## src/rtl/vram_text_pkg.sv

```systemverilog
// Shared constants and enumerations for the text-mode VRAM arbiter.
// The glyph cell geometry is fixed at 8x16 pixels, so it is expressed as
// shift amounts rather than as parameters.
package vram_text_pkg;

    localparam int COLS        = 80;
    localparam int ROWS        = 30;
    localparam int CELL_W_LOG2 = 3;
    localparam int CELL_H_LOG2 = 4;
    localparam int H_VISIBLE   = 640;
    localparam int V_VISIBLE   = 480;
    localparam int NUM_CELLS   = COLS * ROWS;

    // Host transaction sequencer: issue in IDLE, read data returns in WAIT,
    // completion is signalled in ACK.
    typedef enum logic [1:0] {
        IDLE = 2'd0,
        WAIT = 2'd1,
        ACK  = 2'd2
    } host_state_e;

    // Which master drove the RAM in the previous cycle, i.e. who owns the
    // read data appearing on ram_rdata in the current cycle.
    typedef enum logic [1:0] {
        NONE = 2'd0,
        DISP = 2'd1,
        HOST = 2'd2
    } owner_e;

endpackage

```

## src/rtl/text_addr_calc.sv

```systemverilog
// Combinational decode of the scanout position into a character-cell address
// and a display-slot flag. The slot is the first pixel of each visible cell;
// the row multiply by 80 is built from two shifts and an add.
module text_addr_calc
    import vram_text_pkg::*;
#(
    parameter int ADDR_W = 12,
    parameter int H_VIS  = H_VISIBLE,
    parameter int V_VIS  = V_VISIBLE
) (
    input  logic [9:0]        counter_x,
    input  logic [8:0]        counter_y,
    output logic              disp_slot,
    output logic [ADDR_W-1:0] disp_addr
);

    logic [ADDR_W-1:0] row_ext;
    logic [ADDR_W-1:0] col_ext;
    logic              x_visible;
    logic              y_visible;
    logic              cell_start;

    // Cell address is row*80 + col, formed as (row<<6)+(row<<4)+col; the
    // largest result (2399) fits comfortably in a 12-bit address.
    always_comb begin
        row_ext    = ADDR_W'(counter_y[8:CELL_H_LOG2]);
        col_ext    = ADDR_W'(counter_x[9:CELL_W_LOG2]);
        disp_addr  = (row_ext << 6) + (row_ext << 4) + col_ext;
        x_visible  = (counter_x < 10'(H_VIS));
        y_visible  = (counter_y < 9'(V_VIS));
        cell_start = (counter_x[CELL_W_LOG2-1:0] == '0);
        disp_slot  = x_visible && y_visible && cell_start;
    end

endmodule

```

## src/rtl/vram_text_arbiter.sv

```systemverilog
// Shares one synchronous single-port character RAM between the text scanout
// (fixed priority, never stalled) and a req/ack host port that takes every
// RAM cycle the scanout does not need. An owner tag remembers who drove the
// RAM last cycle so that the returning read data is steered to exactly one
// consumer.
module vram_text_arbiter #(
    parameter int COLS      = 80,
    parameter int ROWS      = 30,
    parameter int H_VISIBLE = 640,
    parameter int V_VISIBLE = 480,
    parameter int ADDR_W    = 12,
    parameter int DATA_W    = 8
) (
    input  logic              clk,
    input  logic              rst,
    input  logic [9:0]        counter_x,
    input  logic [8:0]        counter_y,
    input  logic              host_req,
    input  logic              host_we,
    input  logic [ADDR_W-1:0] host_addr,
    input  logic [DATA_W-1:0] host_wdata,
    output logic              host_ack,
    output logic [DATA_W-1:0] host_rdata,
    output logic              ram_en,
    output logic              ram_we,
    output logic [ADDR_W-1:0] ram_addr,
    output logic [DATA_W-1:0] ram_wdata,
    input  logic [DATA_W-1:0] ram_rdata,
    output logic [DATA_W-1:0] char_code,
    output logic [3:0]        glyph_row,
    output logic              char_valid
);

    import vram_text_pkg::*;

    localparam int CELL_COUNT = COLS * ROWS;

    logic              disp_slot;
    logic [ADDR_W-1:0] disp_addr;
    logic              host_in_range;
    logic              host_issue;

    host_state_e       state_q, state_d;
    owner_e            owner_q, owner_d;
    logic              op_read_q, op_read_d;
    logic [DATA_W-1:0] host_rdata_q, host_rdata_d;
    logic [DATA_W-1:0] char_code_q, char_code_d;
    logic [3:0]        glyph_row_q, glyph_row_d;
    logic [3:0]        slot_row_q, slot_row_d;
    logic              char_valid_q, char_valid_d;

    text_addr_calc #(
        .ADDR_W (ADDR_W),
        .H_VIS  (H_VISIBLE),
        .V_VIS  (V_VISIBLE)
    ) u_addr_calc (
        .counter_x (counter_x),
        .counter_y (counter_y),
        .disp_slot (disp_slot),
        .disp_addr (disp_addr)
    );

    // A host op may only start from IDLE and only when the scanout does not
    // claim this cycle; out-of-range addresses never reach the RAM.
    always_comb begin
        host_in_range = (host_addr < ADDR_W'(CELL_COUNT));
        host_issue    = (state_q == IDLE) && host_req && !disp_slot;
    end

    // RAM port mux: scanout first, then a host op; everything quiet in reset.
    always_comb begin
        ram_en    = 1'b0;
        ram_we    = 1'b0;
        ram_addr  = '0;
        ram_wdata = '0;
        if (!rst) begin
            if (disp_slot) begin
                ram_en   = 1'b1;
                ram_addr = disp_addr;
            end else if (host_issue && host_in_range) begin
                ram_en    = 1'b1;
                ram_we    = host_we;
                ram_addr  = host_addr;
                ram_wdata = host_wdata;
            end
        end
    end

    // Host sequencer next-state and read-data capture; the request line is
    // ignored outside IDLE so the host can change it at the ack edge.
    always_comb begin
        state_d      = state_q;
        op_read_d    = op_read_q;
        host_rdata_d = host_rdata_q;
        unique case (state_q)
            IDLE: begin
                if (host_issue) begin
                    state_d   = WAIT;
                    op_read_d = !host_we;
                end
            end
            WAIT: begin
                if (op_read_q) begin
                    host_rdata_d = (owner_q == HOST) ? ram_rdata : '0;
                end
                state_d = ACK;
            end
            ACK: begin
                state_d = IDLE;
            end
            default: begin
                state_d = IDLE;
            end
        endcase
    end

    // Owner tag for the read data that will return next cycle.
    always_comb begin
        owner_d = NONE;
        if (disp_slot) begin
            owner_d = DISP;
        end else if (host_issue && host_in_range) begin
            owner_d = HOST;
        end
    end

    // Scanout pipeline: remember the glyph row at the slot, then capture the
    // returned character together with that row one cycle later.
    always_comb begin
        char_code_d  = char_code_q;
        glyph_row_d  = glyph_row_q;
        char_valid_d = 1'b0;
        slot_row_d   = slot_row_q;
        if (disp_slot) begin
            slot_row_d = counter_y[CELL_H_LOG2-1:0];
        end
        if (owner_q == DISP) begin
            char_code_d  = ram_rdata;
            glyph_row_d  = slot_row_q;
            char_valid_d = 1'b1;
        end
    end

    // State and pipeline registers; reset drops any in-flight host op.
    always_ff @(posedge clk or posedge rst) begin
        if (rst) begin
            state_q      <= IDLE;
            owner_q      <= NONE;
            op_read_q    <= 1'b0;
            host_rdata_q <= '0;
            char_code_q  <= '0;
            glyph_row_q  <= '0;
            slot_row_q   <= '0;
            char_valid_q <= 1'b0;
        end else begin
            state_q      <= state_d;
            owner_q      <= owner_d;
            op_read_q    <= op_read_d;
            host_rdata_q <= host_rdata_d;
            char_code_q  <= char_code_d;
            glyph_row_q  <= glyph_row_d;
            slot_row_q   <= slot_row_d;
            char_valid_q <= char_valid_d;
        end
    end

    // Registered outputs; the ack pulse is simply the ACK state.
    always_comb begin
        host_ack   = (state_q == ACK);
        host_rdata = host_rdata_q;
        char_code  = char_code_q;
        glyph_row  = glyph_row_q;
        char_valid = char_valid_q;
    end

endmodule

```

## config.mk

```make
export PLATFORM = sky130hd
export DESIGN_NAME = vram_text_arbiter
export DESIGN_NICKNAME = d
export VERILOG_FILES = /design/src/rtl/vram_text_pkg.sv /design/src/rtl/text_addr_calc.sv /design/src/rtl/vram_text_arbiter.sv
export SDC_FILE = /design/constraint.sdc
export NUM_CORES = 1
export LEC_CHECK = 0
export ABC_AREA = 1
export CORE_ASPECT_RATIO = 0.6
export CORE_UTILIZATION = 40
export DETAILED_ROUTE_END_ITERATION = 6
export PLACE_DENSITY = 0.8
export RECOVER_POWER = 100
export SETUP_SLACK_MARGIN = 0.02
export SYNTH_ARGS = -nofsm -noshare
export SYNTH_HDL_FRONTEND = slang
export SYNTH_HIERARCHICAL = 1
export SYNTH_SLANG_ARGS = --single-unit
```

## constraint.sdc

```tcl
create_clock -name clk -period 3.6 [get_ports clk]
set_input_delay 0.72 -clock clk [delete_from_list [all_inputs] [get_ports clk]]
set_output_delay 0.72 -clock clk [all_outputs]
set_load 0.01 [all_outputs]
```

==> key figures <==
Timing
  – Max-slew violations: 31
  – Final hold viol count: 0
  – Fmax: 288.7 MHz
  – RSZ-0062 raised after global routing: no
  – Clock skew: 0.005429 ns
  – Setup TNS: 0 ns
  – Fin crit share: 96.20%
  – Fin crit period: 3.463 ns
  – Worst relative slew slack: -2.533%
  – Worst-margin pin slew: 1.538 ns
  – Setup violations, final: 0
  – Setup ws final: 0.1368 ns

Logic synthesis
  – Synthesis warning total: 6
  – Share of synthesized registers carrying an async set or reset: 100.0%
  – Distinct cell type count after synthesis: 28
  – Main combinational cell family by area after synthesis: simple AND/OR/NAND/NOR gates
  – Main synth FF type: dfrtp_1
  – Post-synthesis adder-cell area fraction: 8.016%
  – Post-Syn Nets: 307
  – FF+latch count, synth: 30
  – Post-Syn Area: 1904 um^2
  – Synthesized instance count: 245
  – Mean Syn Cell Area: 7.773 um^2
  – Synth Area in XOR/XNOR: 1.380%
  – Post-synthesis share of cell area spent on and, or, nand and nor gates: 30.55%
  – Synth Area in Compound Gates: 6.702%
  – Mux share of post-synthesis cell area: 0%
  – Sequential-to-total area share from yosys stat: 39.42%
  – Post-synth EDFFs: 0

Worst setup path
  – Crit path max-delay family: buffers and inverters
  – Element type at the critical path start: input pin
  – Worst EP arrival: 2.74 ns
  – Crit path launch: counter_y[8]
  – CP dominant cell by count: nand2_1
  – Slowest stage delay, CP: 0.52 ns
  – Slowest CP cell: clkdlybuf4s50_1
  – CP Cell Sequence: clkdlybuf4s50_1 > ha_1 > ha_1 > nand2_1 > nor2_2 > nand2_2 > nand3_2 > nand2_1 > nand2_1 > nand2_1 > nand2_1 > clkdlybuf4s15_2
  – Worst r2r src: owner_q[0]$_DFF_PP0_
  – WP depth: 12
  – WS Path Type: input pin to primary output
  – Worst Reg-to-Reg Cells: 4
  – CP Capture Type: primary output
  – Critical path required time: 2.88 ns
  – Crit path buffers/inverters: 2
  – Worst-path maximum fanout: 4

Die
  – Die width: 91.08 um
  – Core ar.: 4564 um^2
  – Die Area: 5050 um^2
  – Die Ht: 55.45 um
  – Core Rows: 19
  – IO Count: 95
  – Initial Util: 41.72%

Clocking
  – CTS tree: built
  – CTS H-Tree Depth: 2
  – Clock root cell: clkbuf_8
  – Hold-fix buffers, CTS: 0
  – CTS Buf Count: 5
  – Clock slew at the register clock pins of the worst setup and hold paths: 0.06 ns
  – Clock buffer depth: 2
  – Worst skew pair latency: 0.27 ns
  – Sink Count: 30

Drt
  – Remaining DRCs: 0
  – WL final: 5277 um
  – Routed length per instance: 12.59 um
  – Vias: 1954
  – DR vias/cell: 4.663
  – Final ANT Viol Nets: 0
  – Iter 0 DRT Violations: 129
  – TritonRoute pass-1 iters: 4

GRT
  – Global-route wire length before repair: 8811 um
  – Gr ovfl total: 0
  – Initial antenna violation count: 0
  – Number of global-route vias before repair: 1920
  – Largest net degree at the start of global routing: 31
  – GRT Util Overall: 22.20%

Place
  – Routability cong.: 0.8250
  – PortBufs: 94
  – Dpl ws: -0.5066 ns
  – Hpwl dp: 4176 um
  – Inst Count DP: 407
  – Placed Area: 2964 um^2

Final layout
  – NumNets Final: 417
  – Finished Layout Cells: 419
  – Antenna diodes: 0
  – Area growth, synth to finish: 60.71%
  – Fin area: 3060 um^2
  – Fraction of layout cells with a size suffix above 1: 12.36%

Worst hold path
  – Hold path depth: 1
  – Hold/Removal Path Class: flop to flop
  – Hold Crit Start: state_q[1]$_DFFE_PP0P_

Outcome
  – Failing checks: max-capacitance violations, max-slew violations
  – Run status: complete, but fails checks

Job
  – Max Cap Viol: 1

Power
  – Lkg Pwr: 0.001636 uW
  – Power per cell area: 399.7 nW/um^2
  – Peak VDD IR: 0.2477 mV
==> final timing paths <==
path | endpoint | slack [ns]
worst min-delay path | state_q[1]$_DFFE_PP0P_ | 0.47
min in group asynchronous | host_rdata[5]$_DFFE_PP0P_ | 1.95
max in group asynchronous | state_q[0]$_DFFE_PP0P_ | 0.76
worst max register to register | char_code[6]$_DFFE_PP0P_ | 2.13
worst max-delay path | ram_addr[10] | 0.14
worst min register to register | state_q[1]$_DFFE_PP0P_ | 0.47
==> cells in the mapped netlist (all sizes together) (2+ instances only) <==
master | number | area, um^2
buf | 12 | 100.1
nand2 | 73 | 279.0
nor2 | 18 | 91.34
clkinv | 2 | 7.510
fa | 2 | 40.04
nand3 | 14 | 92.59
and3 | 2 | 12.51
xor2 | 2 | 17.52
nand4 | 14 | 87.58
inv | 42 | 157.7
o21ai | 18 | 112.6
a21oi | 3 | 15.01
dfrtp | 30 | 750.7
ha | 9 | 112.6
==> worst register-to-register path: cells and delay by family, from the launching register on <==
family / cells / cell delay [ns]
flip-flops: 1 / 0.37
AND/OR/NAND/NOR: 3 / 0.61
buffers and inverters: 1 / 0.40
==> logic make-up after synthesis <==
group | count (synthesis)
xor gates and xnor gates | 3
buffers and inverters | 56
DFF | 30
and+or+nand+nor | 124
AOI/OAI and AO/OA | 21
adders and majority gates | 11
==> per-layer routing <==
metal  track usage (%)  share of wire, %
met5                 0                 0
met4             4.082              0.76
met3             6.336               5.5
met2             34.63                44
met1             31.16                50
==> report_power, final <==
| group | internal [uW] | switching, uW | total (uW) | leakage, uW |
|---|---|---|---|---|
| combinational | 234 | 207 | 441 | 0.00119 |
| clock | 203 | 124 | 327 | 0.0000579 |
| sequential | 418 | 37.2 | 455 | 0.000385 |
| total | 856 | 368 | 1220 | 0.00164 |
==> final cells by class <==
cell class / count / area [um^2]
Clock buffer: 5 / 68.82
Tap cell: 63 / 78.83
Clock inverter: 3 / 40.04
Timing Repair Buffer: 115 / 1055
Fill cell: 395 / 1504
Sequential cell: 30 / 750.7
Inverter: 44 / 165.2
Multi-Input combinational cell: 159 / 902.1
==> sequential cells by signal, indices dropped and copies added (netlist names) <==
| register | cells |
|---|---|
| char_code | 8 |
| host_rdata | 8 |
| glyph_row | 4 |
| slot_row_q | 4 |
| owner_q | 2 |
| state_q | 2 |
| char_valid | 1 |
| op_read_q | 1 |
==> placed cells by master (no fill, tap or decap), types with 11 or more instances in the layout <==
cell type / n
buf_4: 13
clkdlybuf4s50_1: 46
dfrtp_1: 30
dlygate4sd2_1: 14
dlygate4sd3_1: 23
inv_1: 42
nand2_1: 69
nand3_1: 11
nand4_1: 14
nor2_1: 13
o21ai_0: 18
==> timing repair <==
action,in CTS,in global routing
resized for setup,31,12
buffers inserted,1,3
pin swaps,7,5
endpoints found under the setup margin,15,12
==> through the flow <==
| step | hold slack (ns) | total power [uW] | utilization (%) |
|---|---|---|---|
| 2_1_floorplan | 0.4404 | 676.5 | - |
| 3_3_place_gp | 0.4558 | 926.8 | 64.94 |
| 3_5_place_dp | 0.4626 | 939.9 | 64.94 |
| 4_1_cts | 0.4734 | 1270 | 67.19 |
| 5_1_grt | 0.4870 | 1296 | 67.05 |
| 6_report | 0.4745 | 1223 | 67.05 |
No activity file was read; power rests on OpenSTA's default activity.
